--- config.mk ---
export PLATFORM = sky130hd
export DESIGN_NAME = dds_sweep_ctrl
export DESIGN_NICKNAME = d
export VERILOG_FILES = /design/src/rtl/dds_sweep_ctrl_pkg.sv /design/src/rtl/dds_sweep_ctrl_dwell.sv /design/src/rtl/dds_sweep_ctrl.sv
export SDC_FILE = /design/constraint.sdc
export NUM_CORES = 1
export LEC_CHECK = 0
export BUFFER_PORTS_ARGS = -buffer_cell sky130_fd_sc_hd__buf_2
export CORE_MARGIN = 2
export CORE_UTILIZATION = 37
export CTS_BUF_LIST = sky130_fd_sc_hd__clkbuf_2 sky130_fd_sc_hd__clkbuf_4 sky130_fd_sc_hd__clkbuf_8
export CTS_CLUSTER_SIZE = 10
export DETAILED_ROUTE_END_ITERATION = 6
export SLEW_MARGIN = 25
export SYNTH_ARGS = -nofsm -noshare
export SYNTH_HDL_FRONTEND = slang
export SYNTH_SLANG_ARGS = --single-unit
--- constraint.sdc ---
create_clock -name clk -period 3.8 [get_ports clk]
set_input_delay 0.38 -clock clk [delete_from_list [all_inputs] [get_ports clk]]
set_output_delay 0.38 -clock clk [all_outputs]
set_load 0.01 [all_outputs]
--- src/rtl/dds_sweep_ctrl_pkg.sv ---
// Shared types and register map for the DDS linear-sweep bus master.
package dds_pkg;

  typedef enum logic [2:0] {
    ST_IDLE,
    ST_ADDR,
    ST_DATA,
    ST_RESP,
    ST_DWELL,
    ST_WSEL_ADDR,
    ST_WSEL_DATA,
    ST_WSEL_RESP
  } state_t;

  localparam logic [1:0] RESP_OKAY     = 2'b00;
  localparam logic [1:0] BURST_INCR    = 2'b01;
  localparam logic [3:0] REG_WAVE_SEL  = 4'h0;
  localparam logic [3:0] REG_FREQ_BASE = 4'h1;

  // Each channel owns a 16-byte register window starting at base + ch*16.
  function automatic logic [31:0] reg_addr(input logic [31:0] base,
                                           input logic [3:0]  ch,
                                           input logic [3:0]  off);
    return base + {24'h0, ch, off};
  endfunction

endpackage

--- src/rtl/dds_sweep_ctrl_dwell.sv ---
// Dwell timer: loads max(value,1), counts down, o_expire high while the count is 1.
// Latency: expire asserts value-1 cycles after the load cycle; no backpressure.
module dds_dwell_timer
  import dds_pkg::*;
#(
  parameter int DWELL_W = 24
) (
  input  logic               clk,
  input  logic               rstn,
  input  logic               i_load,
  input  logic               i_clear,
  input  logic [DWELL_W-1:0] i_value,
  output logic               o_expire
);

  localparam logic [DWELL_W-1:0] ONE = {{(DWELL_W-1){1'b0}}, 1'b1};

  logic [DWELL_W-1:0] r_cnt;

  always_ff @(posedge clk or negedge rstn) begin
    if (!rstn) begin
      r_cnt <= '0;
    end else if (i_clear) begin
      r_cnt <= '0;
    end else if (i_load) begin
      r_cnt <= (i_value == '0) ? ONE : i_value;
    end else if (r_cnt != '0) begin
      r_cnt <= r_cnt - ONE;
    end
  end

  assign o_expire = (r_cnt == ONE);

endmodule

--- src/rtl/dds_sweep_ctrl.sv ---
// Linear frequency sweep master: start value then N signed steps to one DDS freq_ctrl register.
// Optional wave_sel write at the start of every pass under `DDS_SWEEP_WAVESEL_EN.
module dds_sweep_ctrl
  import dds_pkg::*;
#(
  parameter logic [31:0] OFFSER_ADDR = 32'h4000_0000,
  parameter int          CHANNEL_NUM = 2,
  parameter int          DWELL_W     = 24,
  parameter int          STEP_W      = 16
) (
  input  logic               clk,
  input  logic               rstn,
  input  logic               sweep_start,
  input  logic               sweep_stop,
  input  logic [3:0]         cfg_channel,
  input  logic [1:0]         cfg_store,
  input  logic [31:0]        cfg_freq_start,
  input  logic [31:0]        cfg_freq_step,
  input  logic [STEP_W-1:0]  cfg_step_count,
  input  logic [DWELL_W-1:0] cfg_dwell,
  input  logic               cfg_loop,
  output logic               busy,
  output logic               done,
  output logic               err,
  output logic [31:0]        cur_freq,
  output logic [3:0]         M_WR_ADDR_ID,
  output logic [31:0]        M_WR_ADDR,
  output logic [7:0]         M_WR_ADDR_LEN,
  output logic [1:0]         M_WR_ADDR_BURST,
  output logic               M_WR_ADDR_VALID,
  input  logic               M_WR_ADDR_READY,
  output logic [31:0]        M_WR_DATA,
  output logic [3:0]         M_WR_STRB,
  output logic               M_WR_DATA_LAST,
  output logic               M_WR_DATA_VALID,
  input  logic               M_WR_DATA_READY,
  input  logic [3:0]         M_WR_BACK_ID,
  input  logic [1:0]         M_WR_BACK_RESP,
  input  logic               M_WR_BACK_VALID,
  output logic               M_WR_BACK_READY
);

  localparam logic [4:0]        CH_LIMIT = 5'(CHANNEL_NUM);
  localparam logic [STEP_W-1:0] IDX_ONE  = {{(STEP_W-1){1'b0}}, 1'b1};

`ifdef DDS_SWEEP_WAVESEL_EN
  localparam state_t FIRST_ST = ST_WSEL_ADDR;
`else
  localparam state_t FIRST_ST = ST_ADDR;
`endif

  state_t             r_state;
  state_t             w_next;
  logic [31:0]        r_addr;
  logic [31:0]        r_freq_start;
  logic [31:0]        r_freq_step;
  logic [STEP_W-1:0]  r_step_count;
  logic [STEP_W-1:0]  r_idx;
  logic [DWELL_W-1:0] r_dwell;
  logic               r_loop;
  logic [31:0]        r_cur_freq;
  logic               r_err;
  logic               r_done;
  logic               r_stop_pending;

  logic w_ch_ok;
  logic w_resp_bad;
  logic w_stop_req;
  logic w_accept;
  logic w_set_err;
  logic w_done;
  logic w_advance;
  logic w_restart;
  logic w_dwell_load;
  logic w_dwell_clr;
  logic w_dwell_expire;
  logic w_unused_id;

`ifdef DDS_SWEEP_WAVESEL_EN
  logic [31:0] r_wsel_addr;
  logic [1:0]  r_store;
  logic        r_wsel_pend;
  logic        w_in_wsel;
`endif

  assign w_ch_ok     = ({1'b0, cfg_channel} < CH_LIMIT);
  assign w_resp_bad  = (M_WR_BACK_RESP != RESP_OKAY);
  assign w_stop_req  = r_stop_pending | sweep_stop;
  assign w_unused_id = ^M_WR_BACK_ID;

  dds_dwell_timer #(
    .DWELL_W (DWELL_W)
  ) u_dwell (
    .clk      (clk),
    .rstn     (rstn),
    .i_load   (w_dwell_load),
    .i_clear  (w_dwell_clr),
    .i_value  (r_dwell),
    .o_expire (w_dwell_expire)
  );

  always_ff @(posedge clk or negedge rstn) begin
    if (!rstn) r_state <= ST_IDLE;
    else       r_state <= w_next;
  end

  always_comb begin
    w_next       = r_state;
    w_accept     = 1'b0;
    w_set_err    = 1'b0;
    w_done       = 1'b0;
    w_advance    = 1'b0;
    w_restart    = 1'b0;
    w_dwell_load = 1'b0;
    w_dwell_clr  = 1'b0;
    case (r_state)
      ST_IDLE: begin
        // A simultaneous stop cancels the start outright, including the channel check.
        if (sweep_start && !sweep_stop) begin
          if (w_ch_ok) begin
            w_accept = 1'b1;
            w_next   = FIRST_ST;
          end else begin
            w_set_err = 1'b1;
            w_done    = 1'b1;
          end
        end
      end
      ST_ADDR: if (M_WR_ADDR_READY) w_next = ST_DATA;
      ST_DATA: if (M_WR_DATA_READY) w_next = ST_RESP;
      ST_RESP: begin
        if (M_WR_BACK_VALID) begin
          if (w_resp_bad) begin
            w_set_err = 1'b1;
            w_done    = 1'b1;
            w_next    = ST_IDLE;
          end else if (w_stop_req) begin
            w_done = 1'b1;
            w_next = ST_IDLE;
          end else if (r_idx == r_step_count) begin
            if (r_loop) begin
              w_restart    = 1'b1;
              w_dwell_load = 1'b1;
              w_next       = ST_DWELL;
            end else begin
              w_done = 1'b1;
              w_next = ST_IDLE;
            end
          end else begin
            w_advance    = 1'b1;
            w_dwell_load = 1'b1;
            w_next       = ST_DWELL;
          end
        end
      end
      ST_DWELL: begin
        if (sweep_stop) begin
          w_dwell_clr = 1'b1;
          w_done      = 1'b1;
          w_next      = ST_IDLE;
        end else if (w_dwell_expire) begin
`ifdef DDS_SWEEP_WAVESEL_EN
          w_next = r_wsel_pend ? ST_WSEL_ADDR : ST_ADDR;
`else
          w_next = ST_ADDR;
`endif
        end
      end
`ifdef DDS_SWEEP_WAVESEL_EN
      ST_WSEL_ADDR: if (M_WR_ADDR_READY) w_next = ST_WSEL_DATA;
      ST_WSEL_DATA: if (M_WR_DATA_READY) w_next = ST_WSEL_RESP;
      ST_WSEL_RESP: begin
        if (M_WR_BACK_VALID) begin
          if (w_resp_bad) begin
            w_set_err = 1'b1;
            w_done    = 1'b1;
            w_next    = ST_IDLE;
          end else if (w_stop_req) begin
            w_done = 1'b1;
            w_next = ST_IDLE;
          end else begin
            w_next = ST_ADDR;
          end
        end
      end
`endif
      default: w_next = ST_IDLE;
    endcase
  end

  always_ff @(posedge clk or negedge rstn) begin
    if (!rstn) begin
      r_addr       <= '0;
      r_freq_start <= '0;
      r_freq_step  <= '0;
      r_step_count <= '0;
      r_idx        <= '0;
      r_dwell      <= '0;
      r_loop       <= 1'b0;
      r_cur_freq   <= '0;
      r_err        <= 1'b0;
      r_done       <= 1'b0;
    end else begin
      r_done <= w_done;
      if (w_accept) begin
        r_addr       <= reg_addr(OFFSER_ADDR, cfg_channel, REG_FREQ_BASE + {2'b00, cfg_store});
        r_freq_start <= cfg_freq_start;
        r_freq_step  <= cfg_freq_step;
        r_step_count <= cfg_step_count;
        r_dwell      <= cfg_dwell;
        r_loop       <= cfg_loop;
        r_cur_freq   <= cfg_freq_start;
        r_idx        <= '0;
        r_err        <= 1'b0;
      end else if (w_set_err) begin
        r_err <= 1'b1;
      end
      if (w_advance) begin
        r_cur_freq <= r_cur_freq + r_freq_step;
        r_idx      <= r_idx + IDX_ONE;
      end else if (w_restart) begin
        r_cur_freq <= r_freq_start;
        r_idx      <= '0;
      end
    end
  end

  // Stops arriving mid-transaction are deferred until the response completes.
  always_ff @(posedge clk or negedge rstn) begin
    if (!rstn) begin
      r_stop_pending <= 1'b0;
    end else if (r_state == ST_IDLE) begin
      r_stop_pending <= 1'b0;
    end else if (sweep_stop && (r_state != ST_DWELL)) begin
      r_stop_pending <= 1'b1;
    end
  end

`ifdef DDS_SWEEP_WAVESEL_EN
  always_ff @(posedge clk or negedge rstn) begin
    if (!rstn) begin
      r_wsel_addr <= '0;
      r_store     <= '0;
      r_wsel_pend <= 1'b0;
    end else begin
      if (w_accept) begin
        r_wsel_addr <= reg_addr(OFFSER_ADDR, cfg_channel, REG_WAVE_SEL);
        r_store     <= cfg_store;
        r_wsel_pend <= 1'b0;
      end else if (w_restart) begin
        r_wsel_pend <= 1'b1;
      end else if (r_state == ST_WSEL_ADDR) begin
        r_wsel_pend <= 1'b0;
      end
    end
  end

  assign w_in_wsel       = (r_state == ST_WSEL_ADDR) || (r_state == ST_WSEL_DATA) ||
                           (r_state == ST_WSEL_RESP);
  assign M_WR_ADDR       = w_in_wsel ? r_wsel_addr : r_addr;
  assign M_WR_DATA       = w_in_wsel ? {30'h0, r_store} : r_cur_freq;
  assign M_WR_ADDR_VALID = (r_state == ST_ADDR) || (r_state == ST_WSEL_ADDR);
  assign M_WR_DATA_VALID = (r_state == ST_DATA) || (r_state == ST_WSEL_DATA);
  assign M_WR_BACK_READY = (r_state == ST_RESP) || (r_state == ST_WSEL_RESP);
`else
  assign M_WR_ADDR       = r_addr;
  assign M_WR_DATA       = r_cur_freq;
  assign M_WR_ADDR_VALID = (r_state == ST_ADDR);
  assign M_WR_DATA_VALID = (r_state == ST_DATA);
  assign M_WR_BACK_READY = (r_state == ST_RESP);
`endif

  assign M_WR_DATA_LAST  = M_WR_DATA_VALID;
  assign M_WR_ADDR_ID    = 4'h0;
  assign M_WR_ADDR_LEN   = 8'h00;
  assign M_WR_ADDR_BURST = BURST_INCR;
  assign M_WR_STRB       = 4'hF;

  assign busy     = (r_state != ST_IDLE);
  assign done     = r_done;
  assign err      = r_err;
  assign cur_freq = r_cur_freq;

endmodule

==> metrics.cfg, run 1 <==
[layout]
drive_gt1_share_pct = 22.3
fin_nets = 1365
final_core_util_pct = 42.5
syn2layout_area_growth_pct = 12.8

[detailed_routing]
drc = 0
vias = 8224
first_iter_violations = 543
viasPerCell = 5.13
wl_per_cell_um = 16.6
firstDrtPassIters = 5
final_antenna_net_count = 0
routed_wl_um = 26600

[sta]
fin_crit_ns = 3.12
rsz0062_at_grt = false
worst_pin_slew_ns = 0.852
relSlewSlack_pct = 43.2
timing.final.crit_share_pct = 82.1
setup_viol = 0
hold_violations = 0
slew_viol_final = 0
fmax_mhz = 320
setup_tns_ns = 0
skew_ns = 0.0374

[critical_path]
cp_max_fo = 4
endpoint_kind = register
cp.arrival_ns = 3.48
critPathKind = reg -> reg
crit_top_cell = a21oi_1
crit_chain = ha_1 -> fa_1 -> a21oi_1 -> o211ai_1 -> nand3_1 -> a21oi_1 -> or3_1 -> a21oi_1 -> xnor2_1 -> a222oi_1 -> a21oi_1
path_buf_inv = 0
required_ns = 4.16
cpPeakStageDelay_ns = 0.44
crit_slowest_cell = dfrtp_1
critPathLaunchType = register
critical_path.top_delay_family = compound AO/OA/AOI/OAI gates

[power]
leakage_nw = 5.98
peakVddDrop_uv = 366
power_density_nw_per_um2 = 755

[placement]
gp_routability_congestion = 0.801
place_hpwl_um = 18800
portBuffers = 198

[logic_synthesis]
synthCells = 1053
async_flop_share_pct = 100
yosys_most_used_dff = dfrtp_1
synthDistinctLibCells = 72
yosysSeqAreaShare_pct = 44.2
synth_area_um2 = 10800
synthTopCellsByCount = dfrtp_1, mux2_1, nor2_1, buf_4, nand2_1
synth.most_common_cell = dfrtp_1
yosysTopAreaCellShare_pct = 44.2
yosys.area.top_type = dfrtp_1
synth_edf_count = 0
synth_area_leaders = dfrtp_1, mux2_1, buf_4
ys_ff_latch = 191
syn_area_per_cell_um2 = 10.3
yosysWarnings = 0

[run]
drv_cap = 0

[global_routing]
grt_use_total_pct = 17.7
grt_antenna_before_repair = 1
grt_pass1_wl_um = 42500
grt_max_degree = 126
gr-total-overflow = 0
grt_pass1_vias = 7900

[floorplan]
die_y_um = 175
die_area_um2 = 30600
placementRows = 62
core_area_um2 = 28700
initial_core_util_pct = 37.7
io_pins = 245
die_x_um = 175

[clock_network]
cts.htree.levels = 4
root_buffer = clkbuf_8
cts_inserted_buffers = 17
tritoncts = yes
cts_setup_buffers = 0
ctsResizeCount = 0
path_clk_slew_ns = 0.13
clock_sinks = 191
clk-insertion-delay-late_ns = 0.51
ctsLongestPathBuffers = 2

[outcome]
status = finished clean

[worst_hold_path]
min_path_type = in -> reg

kinds of logic (layout without fill, tap and decap cells):
logic type / after synthesis / in the layout / synth area share (%)
and+or+nand+nor: 267 / 267 / 11.7
adders and majority gates: 37 / 37 / 4.35
AOI/OAI and AO/OA: 236 / 236 / 14.3
buffers and inverters: 137 / 261 / 7.93
other: 2 / 43 / 0.0695
DFF: 191 / 191 / 44.2
xor gates and xnor gates: 65 / 65 / 5.27
muxes: 118 / 118 / 12.2
final timing paths:
path,start,endpoint,cells after the start,slack [ns]
setup / recovery,M_WR_DATA[0],M_WR_DATA[20],11,0.68
hold reg to reg,M_WR_ADDR[30],M_WR_ADDR[30],1,0.47
setup reg to reg,M_WR_DATA[0],M_WR_DATA[20],11,0.68
min in group asynchronous,rstn,M_WR_DATA[14],2,0.55
max in group asynchronous,rstn,r_step_count[6],3,2.35
hold / removal,cfg_freq_step[29],r_freq_step[29],2,0.07
per-stage QoR:
| stage | hold slack (ns) | cells | setup slack (ns) | instance area [um2] | power (mW) |
|---|---|---|---|---|---|
| after floorplan | 0.0844 | 1093 | 1.10 | 11000 | 6.82 |
| after global placement | 0.446 | 1568 | 0.716 | 11800 | 7.78 |
| after detailed placement | 0.448 | 1568 | 0.667 | 11800 | 7.87 |
| after CTS | 0.0449 | 1601 | 0.624 | 12200 | 9.27 |
| after global routing | 0.0328 | 1601 | 0.530 | 12200 | 9.96 |
| final | 0.0713 | 1602 | 0.679 | 12200 | 9.21 |
report_power, final:
group | internal [mW] | switching, mW | total, mW
registers | 2.90 | 0.776 | 3.67
logic | 1.89 | 2.27 | 4.16
clock network | 0.559 | 0.817 | 1.38
total | 5.34 | 3.87 | 9.21
cell type report:
class / count / area, um2
fillers: 2830 / 16500
multi-input cells: 765 / 5350
flip-flops and latches: 191 / 4780
repair buffers: 214 / 1150
well taps: 384 / 480
clock buffers: 20 / 256
clock inverters: 12 / 125
inverters: 15 / 56.3
diodes: 1 / 2.50
sequential cells by signal, summed over array words and instances (netlist names), 8 cells and up:
name,count
M_WR_DATA,32
r_freq_start,32
r_freq_step,32
r_dwell,24
u_dwell.r_cnt,24
r_idx,16
r_step_count,16
M_WR_ADDR,8
layout by cell type, fill, tap and decap left out, types with 5 or more instances in the layout:
cell type / n
buf_4: 13
conb_1: 42
inv_1: 15
nand2_1: 71
a22oi_1: 8
nand2b_1: 6
nor3_1: 14
a211oi_1: 19
nor2_1: 89
a21o_1: 12
nand3_1: 18
a221oi_1: 5
o211ai_1: 8
o21bai_1: 5
o21ai_0: 43
a31oi_1: 6
a21oi_1: 60
mux2i_1: 10
a222oi_1: 11
and3_1: 12
o21ai_1: 24
xnor2_1: 27
nand4_1: 6
buf_2: 197
xor2_1: 38
mux2_1: 104
nor4_1: 13
or3_1: 8
ha_1: 36
clkbuf_8: 18
dfrtp_1: 191
layer usage:
metal,track usage (%),routed length [um],vias to the layer above
li1,-,-,3964
met1,23.6,12300,4018
met2,29.6,12900,226
met3,3.55,1210,16
met4,4.13,207,0
met5,0,0,-
worst reg2reg max path, delay by kind of cell, from the launching register on:
kind                     cells  cell delay, ns
AO/OA/AOI/OAI                6            1.26
XOR/XNOR                     1            0.08
adder cells (fa/ha/maj)      2            0.71
flip-flops                   1            0.44
AND/OR/NAND/NOR              2            0.49
repair_timing:
item / CTS / global route
hold endpoints to repair: 5 / 0
setup endpoints to repair: 0 / 0
hold buffers: 1 / 0
(Power assumes the default switching activity.)
==> run 2, diff against run 1 <==
--- a/config.mk
+++ b/config.mk
@@ -5,6 +5,7 @@
 export SDC_FILE = /design/constraint.sdc
 export NUM_CORES = 1
 export LEC_CHECK = 0
+export ABC_AREA = 1
 export BUFFER_PORTS_ARGS = -buffer_cell sky130_fd_sc_hd__buf_2
 export CORE_MARGIN = 2
 export CORE_UTILIZATION = 37
==> constraint.sdc (replaced) <==
create_clock -name clk -period 3 [get_ports clk]
set_input_delay 0.3 -clock clk [delete_from_list [all_inputs] [get_ports clk]]
set_output_delay 0.3 -clock clk [all_outputs]
set_load 0.01 [all_outputs]
==> metrics.cfg, run 2 <==
[outcome]
status = finished clean

[clock_network]
root_buffer = clkbuf_8
clk-insertion-delay-late_ns = 0.51  ; about the same
cts_setup_buffers = 0  ; unchanged
cts.htree.levels = 4  ; unchanged
cts_inserted_buffers = 17  ; unchanged
ctsLongestPathBuffers = 2  ; unchanged
ctsResizeCount = 0  ; unchanged
path_clk_slew_ns = 0.11  ; -0.02 ns
tritoncts = yes
clock_sinks = 191  ; unchanged
cts_hold_buf = 79  ; +78

[layout]
final_common_cell = nand2_1
syn2layout_area_growth_pct = 18.5
fin_nets = 2230  ; +63%
final_cell_mix = nand2_1, inv_1, buf_2
drive_gt1_share_pct = 13.3  ; -9.0 points
diodes = 0  ; -1

[detailed_routing]
wl_per_cell_um = 13.4  ; -19%
drc = 0  ; unchanged
viasPerCell = 4.57  ; -11%
routed_wl_um = 33800  ; +27%
firstDrtPassIters = 5  ; unchanged
final_antenna_net_count = 0  ; unchanged
vias = 11547  ; +40%
first_iter_violations = 650  ; +20%

[sta]
timing.final.crit_share_pct = 79.6  ; -2.6 points
hold_violations = 0  ; unchanged
relSlewSlack_pct = 57.7  ; +14 points
fmax_mhz = 419  ; +31%
skew_ns = 0.0311  ; -0.00626 ns
fin_crit_ns = 2.39  ; -0.734 ns
worst_pin_slew_ns = 0.635  ; -0.217 ns
setup_slack_ns = 0.613  ; -0.0658 ns
setup_viol = 0  ; unchanged
setup_tns_ns = 0  ; unchanged
slew_viol_final = 0  ; unchanged
rsz0062_at_grt = false

[placement]
place_hpwl_um = 24500  ; +31%
portBuffers = 198  ; unchanged
place_ws_ns = 0.626  ; -0.0401 ns
gp_routability_congestion = 0.897  ; +12%

[critical_path]
critPathLaunchType = register
required_ns = 3.39  ; -0.77 ns
cp.arrival_ns = 2.78  ; -0.70 ns
critPathKind = reg -> reg
cp_max_fo = 24  ; +20
endpoint_kind = register

[logic_synthesis]
synthCells = 1841  ; +75%
synth.most_common_cell = nand2_1
synth_edf_count = 0  ; unchanged
synth_area_um2 = 12400  ; +14%
syn_area_per_cell_um2 = 6.72  ; -35%
synthDistinctLibCells = 38  ; -47%
async_flop_share_pct = 100  ; unchanged
yosysWarnings = 0  ; unchanged
synthTopCellsByCount = nand2_1, inv_1, dfrtp_1, nor2_1, nand3_1
yosysTopAreaCellShare_pct = 38.6  ; -5.6 points
ys_ff_latch = 191  ; unchanged
yosys.area.top_type = dfrtp_1
yosys_most_used_dff = dfrtp_1
yosysSeqAreaShare_pct = 38.6  ; -5.6 points
synth_area_leaders = dfrtp_1, nand2_1, inv_1

[worst_hold_path]
min_path_type = in -> reg

[power]
peakVddDrop_uv = 402  ; +9.7%
leakage_nw = 8.41  ; +41%
power_density_nw_per_um2 = 804  ; +6.5%

[floorplan]
die_x_um = 187  ; +6.8%
die_y_um = 187  ; +6.8%
die_area_um2 = 34900  ; +14%
io_pins = 245  ; unchanged
core_area_um2 = 32700  ; +14%
initial_core_util_pct = 37.8  ; +0.16 points
placementRows = 66  ; +6.5%

[global_routing]
grt_pass1_vias = 11097  ; +40%
grt_use_total_pct = 19.5  ; +1.8 points
grt_pass1_wl_um = 55200  ; +30%
grt_max_degree = 68  ; -46%
gr-total-overflow = 0  ; unchanged
grt_antenna_before_repair = 0  ; -1

[run]
drv_cap = 0  ; unchanged

-- run 2: cell count changes after synthesis, sizes merged, moves of 13 or more --
cell	delta
a211oi	-20
nand2	+718
and3	-13
inv	+215
xnor2	-20
nand3	+96
mux2	-108
a21oi	-39
nor2	+65
-- run 2: per-stage QoR --
stage / cell area (um2) / instances / hold WS, ns / total power, mW / utilization [%]
after CTS: 14700 / 2524 / 0.000476 / 11.9 / 44.8
after global placement: 13500 / 2413 / 0.361 / 9.87 / 41.2
after global routing: 14700 / 2524 / 0.00284 / 12.9 / 44.8
after detailed placement: 13500 / 2413 / 0.367 / 9.98 / 41.2
after floorplan: 12500 / 1881 / 0.00441 / 8.56 / -
final: 14700 / 2524 / 0.0234 / 11.8 / 44.8
-- run 2: worst max-delay path: stages (launching register included) --
cell	delay, ns
dfrtp_1	0.46
inv_1	0.10
nand2_1	0.06
nand2_1	0.05
nor2_1	0.12
nand2_1	0.13
nor2_4	0.20
nand2_4	0.11
nand2_4	0.30
buf_4	0.39
nor2_1	0.09
nand2_1	0.08
nand3_1	0.06
nand2_1	0.06
nand2_1	0.04
-- run 2: logic make-up (layout without fill, tap and decap cells) --
family / count (synthesis) / after routing / synth area share, %
xor+xnor: 37 / 37 / 2.62
flops: 191 / 191 / 38.6
compound gates: 108 / 108 / 4.62
other cells: 2 / 42 / 0.0607
simple gates: 1113 / 1113 / 36.8
fa+ha+maj: 37 / 37 / 3.80
buf+inv: 353 / 554 / 13.5
-- run 2: metal layers --
layer	vias to the layer above	wire length [um]	share of wire [%]	GRT usage, %
met5	-	0	0	0
met4	0	473	1.4	4.95
met3	32	1470	4.4	2.95
met2	288	16300	48	34.0
met1	5256	15600	46	25.3
li1	5971	-	-	-
-- run 2: final timing paths --
path | startpoint | endpoint | slack [ns] | cells past startpoint
max | r_idx[8] | M_WR_DATA[15] | 0.61 | 14
min reg2reg | M_WR_ADDR[2] | M_WR_ADDR[2] | 0.49 | 2
min in group asynchronous | rstn | M_WR_DATA[5] | 0.37 | 2
max reg2reg | r_idx[8] | M_WR_DATA[15] | 0.61 | 14
max in group asynchronous | rstn | r_step_count[0] | 1.79 | 3
min | cfg_freq_start[2] | r_freq_start[2] | 0.02 | 3
-- run 2: final cells by class --
class	count	area [um2]
inverter	230	866
multi-input combinational	1337	6080
clock buffer	18	248
sequential	191	4780
clock inverter	14	141
fill	3405	18000
tap	442	553
timing repair buffer	292	1990
-- run 2: where the power goes --
part	leakage, nW	internal (mW)	switching, mW
logic	5.81	2.10	3.20
registers	2.41	3.73	0.976
clock network	0.197	0.709	1.07
total	8.41	6.54	5.24
